## src/rtl/mmio_pkg.sv

```systemverilog
// Shared constants and types for the 16-bit memory-mapped parallel port.
package mmio_pkg;

    localparam int PORT_W = 16;

    typedef logic [PORT_W-1:0] port_t;

    // Byte offsets inside the 256-byte window.
    localparam logic [7:0] OFF_OUT  = 8'h00;
    localparam logic [7:0] OFF_SET  = 8'h04;
    localparam logic [7:0] OFF_CLR  = 8'h08;
    localparam logic [7:0] OFF_IN   = 8'h0C;
    localparam logic [7:0] OFF_EDGE = 8'h10;
    localparam logic [7:0] OFF_IEN  = 8'h14;

    // New output-register value for a store of wdata at byte offset off.
    function automatic port_t out_after_store(input port_t cur, input logic [7:0] off,
                                              input port_t wdata);
        port_t nxt;
        nxt = cur;
        case (off)
            OFF_OUT: nxt = wdata;
            OFF_SET: nxt = cur | wdata;
            OFF_CLR: nxt = cur & ~wdata;
            default: nxt = cur;
        endcase
        return nxt;
    endfunction

endpackage

```

## src/rtl/sync2.sv

```systemverilog
// Parameterized-width two-flop synchronizer with asynchronous active-low reset.
module sync2 #(
    parameter int W = 1
) (
    input  logic         clk_i,
    input  logic         rst_ni,
    input  logic [W-1:0] d_i,
    output logic [W-1:0] q_o
);

    logic [W-1:0] s1_q;
    logic [W-1:0] s2_q;

    always_ff @(posedge clk_i or negedge rst_ni) begin
        if (!rst_ni) begin
            s1_q <= '0;
            s2_q <= '0;
        end else begin
            s1_q <= d_i;
            s2_q <= s1_q;
        end
    end

    assign q_o = s2_q;

endmodule

```

## src/rtl/mmio_port16.sv

```systemverilog
// Memory-mapped 16-bit parallel I/O port on the core data bus.
// Optional change-detect interrupt enabled by defining MMIO_PORT16_IRQ_EN.
module mmio_port16
    import mmio_pkg::*;
#(
    parameter logic [31:0] BASE_ADDR = 32'h0000_1000,
    parameter port_t       OUT_RESET = 16'h0000
) (
    input  logic        CLK,
    input  logic        RESET_N,
    input  logic [31:0] daddr,
    input  logic [31:0] ddata_w,
    input  logic        d_rw,
    output logic [31:0] ddata_r,
    output logic [15:0] DOUT,
    input  logic [15:0] DIN,
    output logic        irq
);

    logic       sel;
    logic       wr;
    logic [7:0] off;
    port_t      wdata;
    port_t      out_q;
    port_t      out_d;
    port_t      in_s2;
    port_t      rd_val;
    logic       unused_bits;

    assign sel   = (daddr[31:8] == BASE_ADDR[31:8]);
    assign wr    = sel && d_rw;
    assign off   = {daddr[7:2], 2'b00};
    assign wdata = ddata_w[PORT_W-1:0];

    // Byte lane and upper store data are don't-care on this port.
    assign unused_bits = &{1'b0, ddata_w[31:16], daddr[1:0]};

    sync2 #(.W(PORT_W)) u_din_sync (
        .clk_i  (CLK),
        .rst_ni (RESET_N),
        .d_i    (DIN),
        .q_o    (in_s2)
    );

    always_comb begin
        out_d = out_q;
        if (wr) begin
            out_d = out_after_store(out_q, off, wdata);
        end
    end

    always_ff @(posedge CLK or negedge RESET_N) begin
        if (!RESET_N) begin
            out_q <= OUT_RESET;
        end else begin
            out_q <= out_d;
        end
    end

`ifdef MMIO_PORT16_IRQ_EN
    port_t s3_q;
    port_t edge_q;
    port_t edge_d;
    port_t ien_q;
    port_t ien_d;
    port_t w1c;
    logic  irq_q;

    // A change arriving together with its W1C keeps the bit set.
    always_comb begin
        w1c   = (wr && off == OFF_EDGE) ? wdata : '0;
        edge_d = (edge_q & ~w1c) | (in_s2 ^ s3_q);
        ien_d = (wr && off == OFF_IEN) ? wdata : ien_q;
    end

    always_ff @(posedge CLK or negedge RESET_N) begin
        if (!RESET_N) begin
            s3_q   <= '0;
            edge_q <= '0;
            ien_q  <= '0;
            irq_q  <= 1'b0;
        end else begin
            s3_q   <= in_s2;
            edge_q <= edge_d;
            ien_q  <= ien_d;
            irq_q  <= |(edge_q & ien_q);
        end
    end

    assign irq = irq_q;
`else
    assign irq = 1'b0;
`endif

    always_comb begin
        rd_val = '0;
        case (off)
            OFF_OUT:  rd_val = out_q;
            OFF_IN:   rd_val = in_s2;
`ifdef MMIO_PORT16_IRQ_EN
            OFF_EDGE: rd_val = edge_q;
            OFF_IEN:  rd_val = ien_q;
`else
            OFF_EDGE, OFF_IEN: rd_val = '0;
`endif
            default:  rd_val = '0;
        endcase
    end

    assign ddata_r = (sel && !d_rw) ? {16'h0000, rd_val} : 32'h0000_0000;
    assign DOUT    = out_q;

endmodule
```

## config.mk

```make
export PLATFORM = sky130hd
export DESIGN_NAME = mmio_port16
export DESIGN_NICKNAME = d
export VERILOG_FILES = /design/src/rtl/mmio_pkg.sv /design/src/rtl/sync2.sv /design/src/rtl/mmio_port16.sv
export SDC_FILE = /design/constraint.sdc
export NUM_CORES = 1
export LEC_CHECK = 0
export CORE_ASPECT_RATIO = 1.5
export CORE_MARGIN = 4
export CORE_UTILIZATION = 36
export DETAILED_ROUTE_END_ITERATION = 10
export PLACE_DENSITY_LB_ADDON = 0.1
export RECOVER_POWER = 25
export SETUP_SLACK_MARGIN = 0.1
export SLEW_MARGIN = 20
export SYNTH_ARGS = -nofsm -noshare
export SYNTH_HDL_FRONTEND = slang
export SYNTH_SLANG_ARGS = --single-unit
```

## constraint.sdc

```tcl
create_clock -name CLK -period 2.6 [get_ports CLK]
set_input_delay 0.52 -clock CLK [delete_from_list [all_inputs] [get_ports CLK]]
set_output_delay 0.52 -clock CLK [all_outputs]
set_load 0.1 [all_outputs]
```

# After elaboration in Yosys (flattened, before gate mapping)
# Cells that the tools add are included.
dict set report totals {
  regBits 48
  output_inout_bits 49
  input_bits 83
}
dict set report classes {
  n_eq_ne 4
  bitwise 3
  n_reduce_logical 6
  mux 3
}
# op count
set ops {}
lappend ops {{$pmux W16 S3} 1}
lappend ops {{$pmux W16 S2} 1}
lappend ops {{$eq A24 B5 Y1 const B} 1}
lappend ops {{$and A16 B16 Y16} 1}
lappend ops {{$mux W16} 1}
lappend ops {{$not A16 Y16} 1}
lappend ops {{$or A16 B16 Y16} 1}
lappend ops {{$eq A6 B2 Y1 const B} 2}
lappend ops {{$logic_not A8 Y1} 1}
lappend ops {{$eq A6 B1 Y1 const B} 1}
lappend ops {{$reduce_bool A3 Y1} 1}
lappend ops {{$logic_and A1 B1 Y1} 2}
lappend ops {{$reduce_and A2 Y1} 1}
lappend ops {{$logic_not A1 Y1} 1}

# Depth between registers and ports, before layout
# Gate-level depths: netlist of the first run.
dict set report depth {
  depth_word 3
  ltp_mapped 6
  depth_no_buf 4
}

# By module
# From an unflattened synthesis of the first run, not the netlist that was laid out.
dict set report hier_totals {
  hier_cells 175
  hier_area_um2 2092.0
}
# module seq_area_each_um2 cells_per_inst n_inst area_per_inst_um2
set by_module_without_submodules {}
lappend by_module_without_submodules {mmio_port16 400.4 143 1 1291.2}
lappend by_module_without_submodules {sync2 800.8 32 1 800.8}

# Worst setup path after synthesis of the first run
# No wires, ideal clock.
dict set report synth_timing {
  path_kind {input to output}
  from {input port daddr[7]}
  to {output port ddata_r[10]}
  path_buffers 2
  arrival_time_ns 2.996
  path_slack_ns -0.916
  path_stages 6
  required_ns 2.080
  path_cell_list {or4_1 buf_2 nor3_4 buf_2 a22oi_1 nor2_1}
}
dict set report synth_between {
  elab_chain_cells 3
}
# item line_no
set synth_lines {}
lappend synth_lines {{start: declaration} mmio_port16.sv:11} ;# input logic [31:0] daddr,
lappend synth_lines {{$eq A6 B2 Y1 or $logic_not A8 Y1 (tied branches)} mmio_port16.sv:97} ;# case (off)
lappend synth_lines {{$pmux W16 S2 (*)} mmio_port16.sv:97}
lappend synth_lines {{$mux W16 (*)} mmio_port16.sv:110} ;# assign ddata_r = (sel && !d_rw) ? {16'h0000, rd_val} : 32'h0000_0000;
lappend synth_lines {{end: declaration} mmio_port16.sv:14} ;# output logic [31:0] ddata_r,
# Mark *: on every way between the ends. The rest lies on a longest branch, timed or not.

# Worst setup path after layout of the first run
dict set report layout_timing {
  from {input port daddr[7]}
  to {output port ddata_r[11]}
}
# The elaborated chain is that of the path after synthesis.

==> results of run 1 <==
## placed cells by master, fill, tap and decap left out, types with 2 or more instances in the layout
master / n
clkdlybuf4s15_1: 4
dlygate4sd3_1: 16
clkbuf_2: 7
buf_16: 2
dfrtp_1: 48
clkbuf_8: 6
nor4_4: 6
nand4_2: 2
a22o_1: 16
buf_12: 20
buf_2: 14
a22oi_1: 6
conb_1: 17
a22oi_2: 10
nor2_4: 16
buf_4: 45
nor3_1: 16
dlygate4sd2_1: 3
buf_6: 4
clkdlybuf4s50_1: 18
or3_1: 16
## power by group through the flow
stage | clock network, mW | registers [mW] | logic [mW]
after floorplan | 0 | 0.790 | 0.150
after global placement | 0 | 0.792 | 0.267
after detailed placement | 0 | 0.793 | 0.270
after CTS | 0.484 | 0.778 | 0.268
after global routing | 0.512 | 0.782 | 0.282
final | 0.470 | 0.779 | 0.269
## cell families (layout without fill, tap and decap cells)
group / count (synthesis) / after routing / synth area share
other cells: 1 / 17 / 0.00179
buf+inv: 28 / 142 / 0.0957
xor+xnor: 1 / 1 / 0.00778
flops: 48 / 48 / 0.574
simple gates: 63 / 63 / 0.183
compound gates: 34 / 34 / 0.138
## through the flow
step | setup TNS, ns | hold slack [ns]
floorplan | -1.42 | 0.224
global placement | -5.36 | 0.332
detailed placement | -5.81 | 0.335
CTS | 0 | 0.356
global route | -0.0102 | 0.359
finish | 0 | 0.343
## metal layers
| metal | part of all wire | GRT usage |
|---|---|---|
| met4 | 0.015 | 0.0531 |
| met2 | 0.54 | 0.334 |
| met3 | 0.082 | 0.0526 |
| met1 | 0.36 | 0.208 |
| met5 | 0 | 0 |
## worst paths after layout
kind / end / slack, ns / depth (start not counted)
max in group asynchronous: u_din_sync.q_o[8]$_DFF_PN0_ / 1.60 / 2
min: DOUT[10]$_DFFE_PN0P_ / 0.34 / 1
max reg2reg: DOUT[14]$_DFFE_PN0P_ / 1.82 / 1
min reg2reg: u_din_sync.q_o[9]$_DFF_PN0_ / 0.35 / 0
max: ddata_r[11] / 0.04 / 8
min in group CLK: u_din_sync.q_o[9]$_DFF_PN0_ / 0.35 / 0
## repair_timing
item	CTS	global route
resized for setup	89	24
buffers inserted	15	4
cloned	2	1
setup endpoints to repair	16	32
hold buffers	0	0
pin swaps	13	13
## critical path: stages
cell,delay [ns]
buf_6,0.09
or4_4,0.55
nor3_4,0.18
buf_6,0.14
buf_16,0.11
a22oi_1,0.10
nor2_4,0.15
buf_12,0.18
## state kept, by name, summed over array words and instances, names as in the netlist
| signal | count |
|---|---|
| DOUT | 16 |
| u_din_sync.q_o | 16 |
| u_din_sync.s1_q | 16 |
## layout make-up
type | count | area (µm²)
Fill cell | 399 | 1800
Clock inverter | 2 | 13.8
Sequential cell | 48 | 1200
Multi-Input combinational cell | 115 | 1010
Clock buffer | 6 | 82.6
Tap cell | 70 | 87.6
Timing Repair Buffer | 134 | 1380
==> metrics.cfg, run 1 <==
[logic_synthesis]
synth_area_leader_cell=dfrtp_1
synthDistinctLibCells=24
ys_ff_latch=48
synth_warnings=0
seq_area_frac_synth=0.574
synth_most_common_cell=dfrtp_1
netlist_instances=175
synth_top_area_frac=0.574
yosys-top-cells-count=48 x dfrtp_1, 17 x buf_4, 17 x or3_1
ys.flop_type=dfrtp_1
syn-cell-area_um2=2090
synthArstFlopShare=1.00
synth.area.top_cells=dfrtp_1 57%, a22o_1 6.7%, buf_4 6.1%
synth_area_per_cell_um2=12.0
synth_edf_count=0

[timing]
fmax_mhz=391
setup_viol=0
rsz0062_at_grt=true
fin_crit_sh=0.984
tightest_slew_ns=0.937
final.setup.worst_slack_ns=0.0418
hold_viol=0
fin_skew_ns=0.000709
slew_headroom=0.375
finalCriticalPeriod_ns=2.56
finalMaxSlewViolations=0

[cells_and_area]
final_layout_size_suffix_gt1_frac=0.469
antennaDiodeCount=0
nets=387
design_area_um2=3770
fin_util=0.677
synthToLayoutAreaGrowth_pct=80.4
final_cells=375

[route]
ant_nets=0
drcViolationCount=0
vias_per_cell=4.95
num_vias=1857
drtIter0Drc=113
drt_wl_total_mm=6.61
wl_per_cell_um=17.6
drt_pre_antenna_iters=4

[placed_design]
place_inst=345
dp_slack_ns=-0.328
io_buffer_count=96
place_congestion=0.747
hpwl_mm=4.46
place_area_um2=3440

[power_and_ir_drop]
power_leakage_nw=1.56
pwr-share-seq=0.513
ir_drop_mv=0.247
p_comb_frac=0.177
fin_total_pwr_mw=1.52
clkPwrFrac=0.310
p_switching_mw=0.438
p_sw_frac=0.288
internal_power_mw=1.08
power_density_nw_per_um2=402

[global_routing]
grt_pass1_wl_mm=10.1
grt_usage=0.184
grt_max_degree=44
antenna_found_initial=0
grt_pass1_vias=1967
overflow=0

[setup_path]
end_kind=output pin
r2r-start=DOUT[14]$_DFFE_PN0P_
worstSetupStartpoint=daddr[7]
critPathArrivalTime_ns=2.04
crit_type=in -> out
required_ns=2.08
start_kind=input port
path_max_fanout=8

[die]
die-area_um2=7120
pin_count=132
die_h_um=101
initial_core_util=0.375
fp.dieW_um=70.2
core_um2=5570
rows=33

[clock_network]
cts-buffers-inserted=5
cts_tree=done
cts_max_level=2
clock_latency_ns=0.30
cts-root-buf=clkbuf_8
clk_pin_slew_worst_paths_ns=0.09
clockBufferDepth=2
cts.sinks=48

[job]
cap_violations=0

[status]
status=finished clean

[hold_path]
hold_path.class=in -> async

(Power assumes the default switching activity.)
==> run 2: changes to the inputs <==
- HOLD_SLACK_MARGIN: unset -> 0.03
==> results of run 2 <==
The final DEF is identical to that of run 1; final timing and power are the same.
==> run 3: changes to the inputs <==
- ABC_AREA: unset -> 1
- CORE_UTILIZATION: 36 -> 39
==> metrics.cfg, run 3 <==
[cells_and_area]
final_common_cell=nand2_1  ; was dfrtp_1
final_layout_size_suffix_gt1_frac=0.224  ; was 0.469
seqCellArea_um2=1200  ; unchanged
synthToLayoutAreaGrowth_pct=63.6  ; was 80.4%
final_cell_mix=87 x nand2_1, 48 x dfrtp_1, 36 x inv_1, 29 x nor2_1, 28 x buf_4  ; was 48 x dfrtp_1, 45 x buf_4, 20 x buf_12, 18 x clkdlybuf4s50_1, 17 x conb_1
antennaDiodeCount=0  ; unchanged
multi_input_area_um2=1090  ; was 1010 µm²
fin_util=0.653  ; was 0.677
num-fill-cells=519  ; was 399
nets=490  ; was 387

[setup_path]
crit_type=in -> out  ; unchanged
path_max_fanout=9  ; was 8
slowest_delay_ns=0.44  ; was 0.55 ns
crit_family=buffers and inverters  ; was simple AND/OR/NAND/NOR gates
required_ns=2.08  ; about the same
path_cells=clkdlybuf4s50_1 > nor2_4 > nand3_4 > buf_12 > o22a_1 > nor2_4 > buf_12  ; was buf_6 > or4_4 > nor3_4 > buf_6 > buf_16 > a22oi_1 > nor2_4 > buf_12
cpMaxStageDelayCell=clkdlybuf4s50_1  ; was or4_4
end_kind=output pin  ; unchanged
cp_num_cells=7  ; was 8
start_kind=input port  ; unchanged
path_buf_inv=3  ; was 4
critPathArrivalTime_ns=1.94  ; was 2.04 ns
rr_worst_depth=6  ; was 1

[timing]
fin_tns_setup_ns=0  ; unchanged
fmax_mhz=406  ; was 391 MHz
holdWs_ns=0.347  ; was 0.343 ns
fin_skew_ns=0.00877  ; was 0.000709 ns
final.setup.worst_slack_ns=0.136  ; was 0.0418 ns
finalMaxSlewViolations=0  ; unchanged
fin_crit_sh=0.948  ; was 0.984
hold_viol=0  ; unchanged
rsz0062_at_grt=false  ; was true
finalCriticalPeriod_ns=2.46  ; was 2.56 ns
setup_viol=0  ; unchanged

[clock_network]
cts.sinks=48  ; unchanged
cts-buffers-inserted=5  ; unchanged
cts-root-buf=clkbuf_8  ; unchanged
cts_max_level=2  ; unchanged
clk_pin_slew_worst_paths_ns=0.08  ; was 0.09 ns
clockBufferDepth=2  ; unchanged
clock_latency_ns=0.30  ; about the same
cts_tree=done  ; unchanged

[die]
die_h_um=105  ; was 101 µm
core_um2=6090  ; was 5570 µm²
die-area_um2=7580  ; was 7120 µm²
initial_core_util=0.399  ; was 0.375
fp.dieW_um=72.4  ; was 70.2 µm
pin_count=132  ; unchanged
rows=35  ; was 33

[placed_design]
hpwl_mm=4.66  ; was 4.46 mm
place_congestion=0.768  ; was 0.747
dp_slack_ns=0.0216  ; was -0.328 ns
io_buffer_count=96  ; unchanged

[logic_synthesis]
ys.flop_type=dfrtp_1  ; unchanged
netlist_instances=293  ; was 175
synth_area_per_cell_um2=8.29  ; was 12.0 µm²
synth.area.top_cells=dfrtp_1 49%, nand2_1 13%, nor2_1 7.1%  ; was dfrtp_1 57%, a22o_1 6.7%, buf_4 6.1%
synth_most_common_cell=nand2_1  ; was dfrtp_1
synth_area_leader_cell=dfrtp_1  ; unchanged
ys_ff_latch=48  ; unchanged
synth_edf_count=0  ; unchanged
synth_top_area_frac=0.495  ; was 0.574
synthArstFlopShare=1.00  ; unchanged
synth_warnings=0  ; unchanged
syn-cell-area_um2=2430  ; was 2090 µm²
seq_area_frac_synth=0.495  ; was 0.574
yosys-top-cells-count=87 x nand2_1, 48 x dfrtp_1, 46 x nor2_1  ; was 48 x dfrtp_1, 17 x buf_4, 17 x or3_1
synthDistinctLibCells=18  ; was 24

[job]
cap_violations=0  ; unchanged

[route]
num_vias=2174  ; was 1857
ant_nets=0  ; unchanged
drcViolationCount=0  ; unchanged
drtIter0Drc=137  ; was 113
vias_per_cell=4.52  ; was 4.95
drt_wl_total_mm=6.21  ; was 6.61 mm
wl_per_cell_um=12.9  ; was 17.6 µm
drt_pre_antenna_iters=4  ; unchanged

[power_and_ir_drop]
ir_drop_mv=0.384  ; was 0.247 mV
power_density_nw_per_um2=370  ; was 402 nW/µm²
power_leakage_nw=2.04  ; was 1.56 nW
fin_total_pwr_mw=1.47  ; was 1.52 mW

[hold_path]
hold_path.class=reg -> reg  ; was in -> async
min_path_cells=0

[global_routing]
antenna_found_initial=0  ; unchanged
grt_pass1_vias=2162  ; was 1967
grt_pass1_wl_mm=10.1  ; about the same
overflow=0  ; unchanged
grt_max_degree=26  ; was 44
grt_usage=0.170  ; was 0.184

[status]
status=finished clean  ; unchanged

## run 3: cell count changes after synthesis, sizes merged, moves of 17 or more
cell / delta
inv: +37
nand3: +22
nand2: +87
nor2: +37
or3: -17
nor3: -17
## run 3: cell families after synthesis
logic type      count (synthesis)  synth area share
compound gates                 16            0.0577
buf+inv                        62             0.133
flops                          48             0.495
other cells                     1           0.00154
simple gates                  166             0.313
## run 3: power by group
group	leakage (nW)	internal [mW]	switching [mW]
combinational	1.40	0.0989	0.173
clock	0.0400	0.182	0.239
sequential	0.597	0.771	0.00578
## run 3: routing by layer
layer / track usage / wire length [µm] / share of wire / vias to the layer above
li1: - / - / - / 1085
met1: 0.200 / 2350 / 0.38 / 996
met2: 0.296 / 3200 / 0.51 / 86
met3: 0.0491 / 574 / 0.092 / 7
met4: 0.0501 / 86 / 0.014 / 0
met5: 0 / 0 / 0 / -
## run 3: through the flow
| step | area [µm²] | cells |
|---|---|---|
| final | 3970 | 481 |
| after global routing | 3970 | 481 |
| after CTS | 3880 | 480 |
| after detailed placement | 3620 | 465 |
| after global placement | 3620 | 465 |
| after floorplan | 2530 | 309 |
## run 3: final cells by class
class | instances | share of cell area
Timing Repair Buffer | 116 | 0.344
Sequential cell | 48 | 0.302
Multi-Input combinational cell | 199 | 0.276
Inverter | 37 | 0.0349
Tap cell | 74 | 0.0233
Clock buffer | 5 | 0.0173
Clock inverter | 2 | 0.00315
## run 3: path summary, 6_finish.rpt
| kind | start | to | slack (ns) |
|---|---|---|---|
| hold reg to reg | u_din_sync.s1_q[3]$_DFF_PN0_ | u_din_sync.q_o[3]$_DFF_PN0_ | 0.35 |
| setup reg to reg | DOUT[15]$_DFFE_PN0P_ | DOUT[15]$_DFFE_PN0P_ | 1.70 |
| setup / recovery | daddr[7] | ddata_r[5] | 0.14 |
| max in group asynchronous | RESET_N | u_din_sync.q_o[10]$_DFF_PN0_ | 1.46 |
| hold / removal | u_din_sync.s1_q[3]$_DFF_PN0_ | u_din_sync.q_o[3]$_DFF_PN0_ | 0.35 |
| min in group asynchronous | RESET_N | DOUT[14]$_DFFE_PN0P_ | 0.57 |
## run 3: timing repair
| action | in CTS | in global routing |
|---|---|---|
| hold buffers | 1 | 0 |
| buffers inserted | 6 | 1 |
| hold endpoints to repair | 2 | 0 |
| setup endpoints to repair | 16 | 16 |
| pin swaps | 22 | 38 |
| resized for setup | 21 | 31 |
| cloned | 1 | 0 |
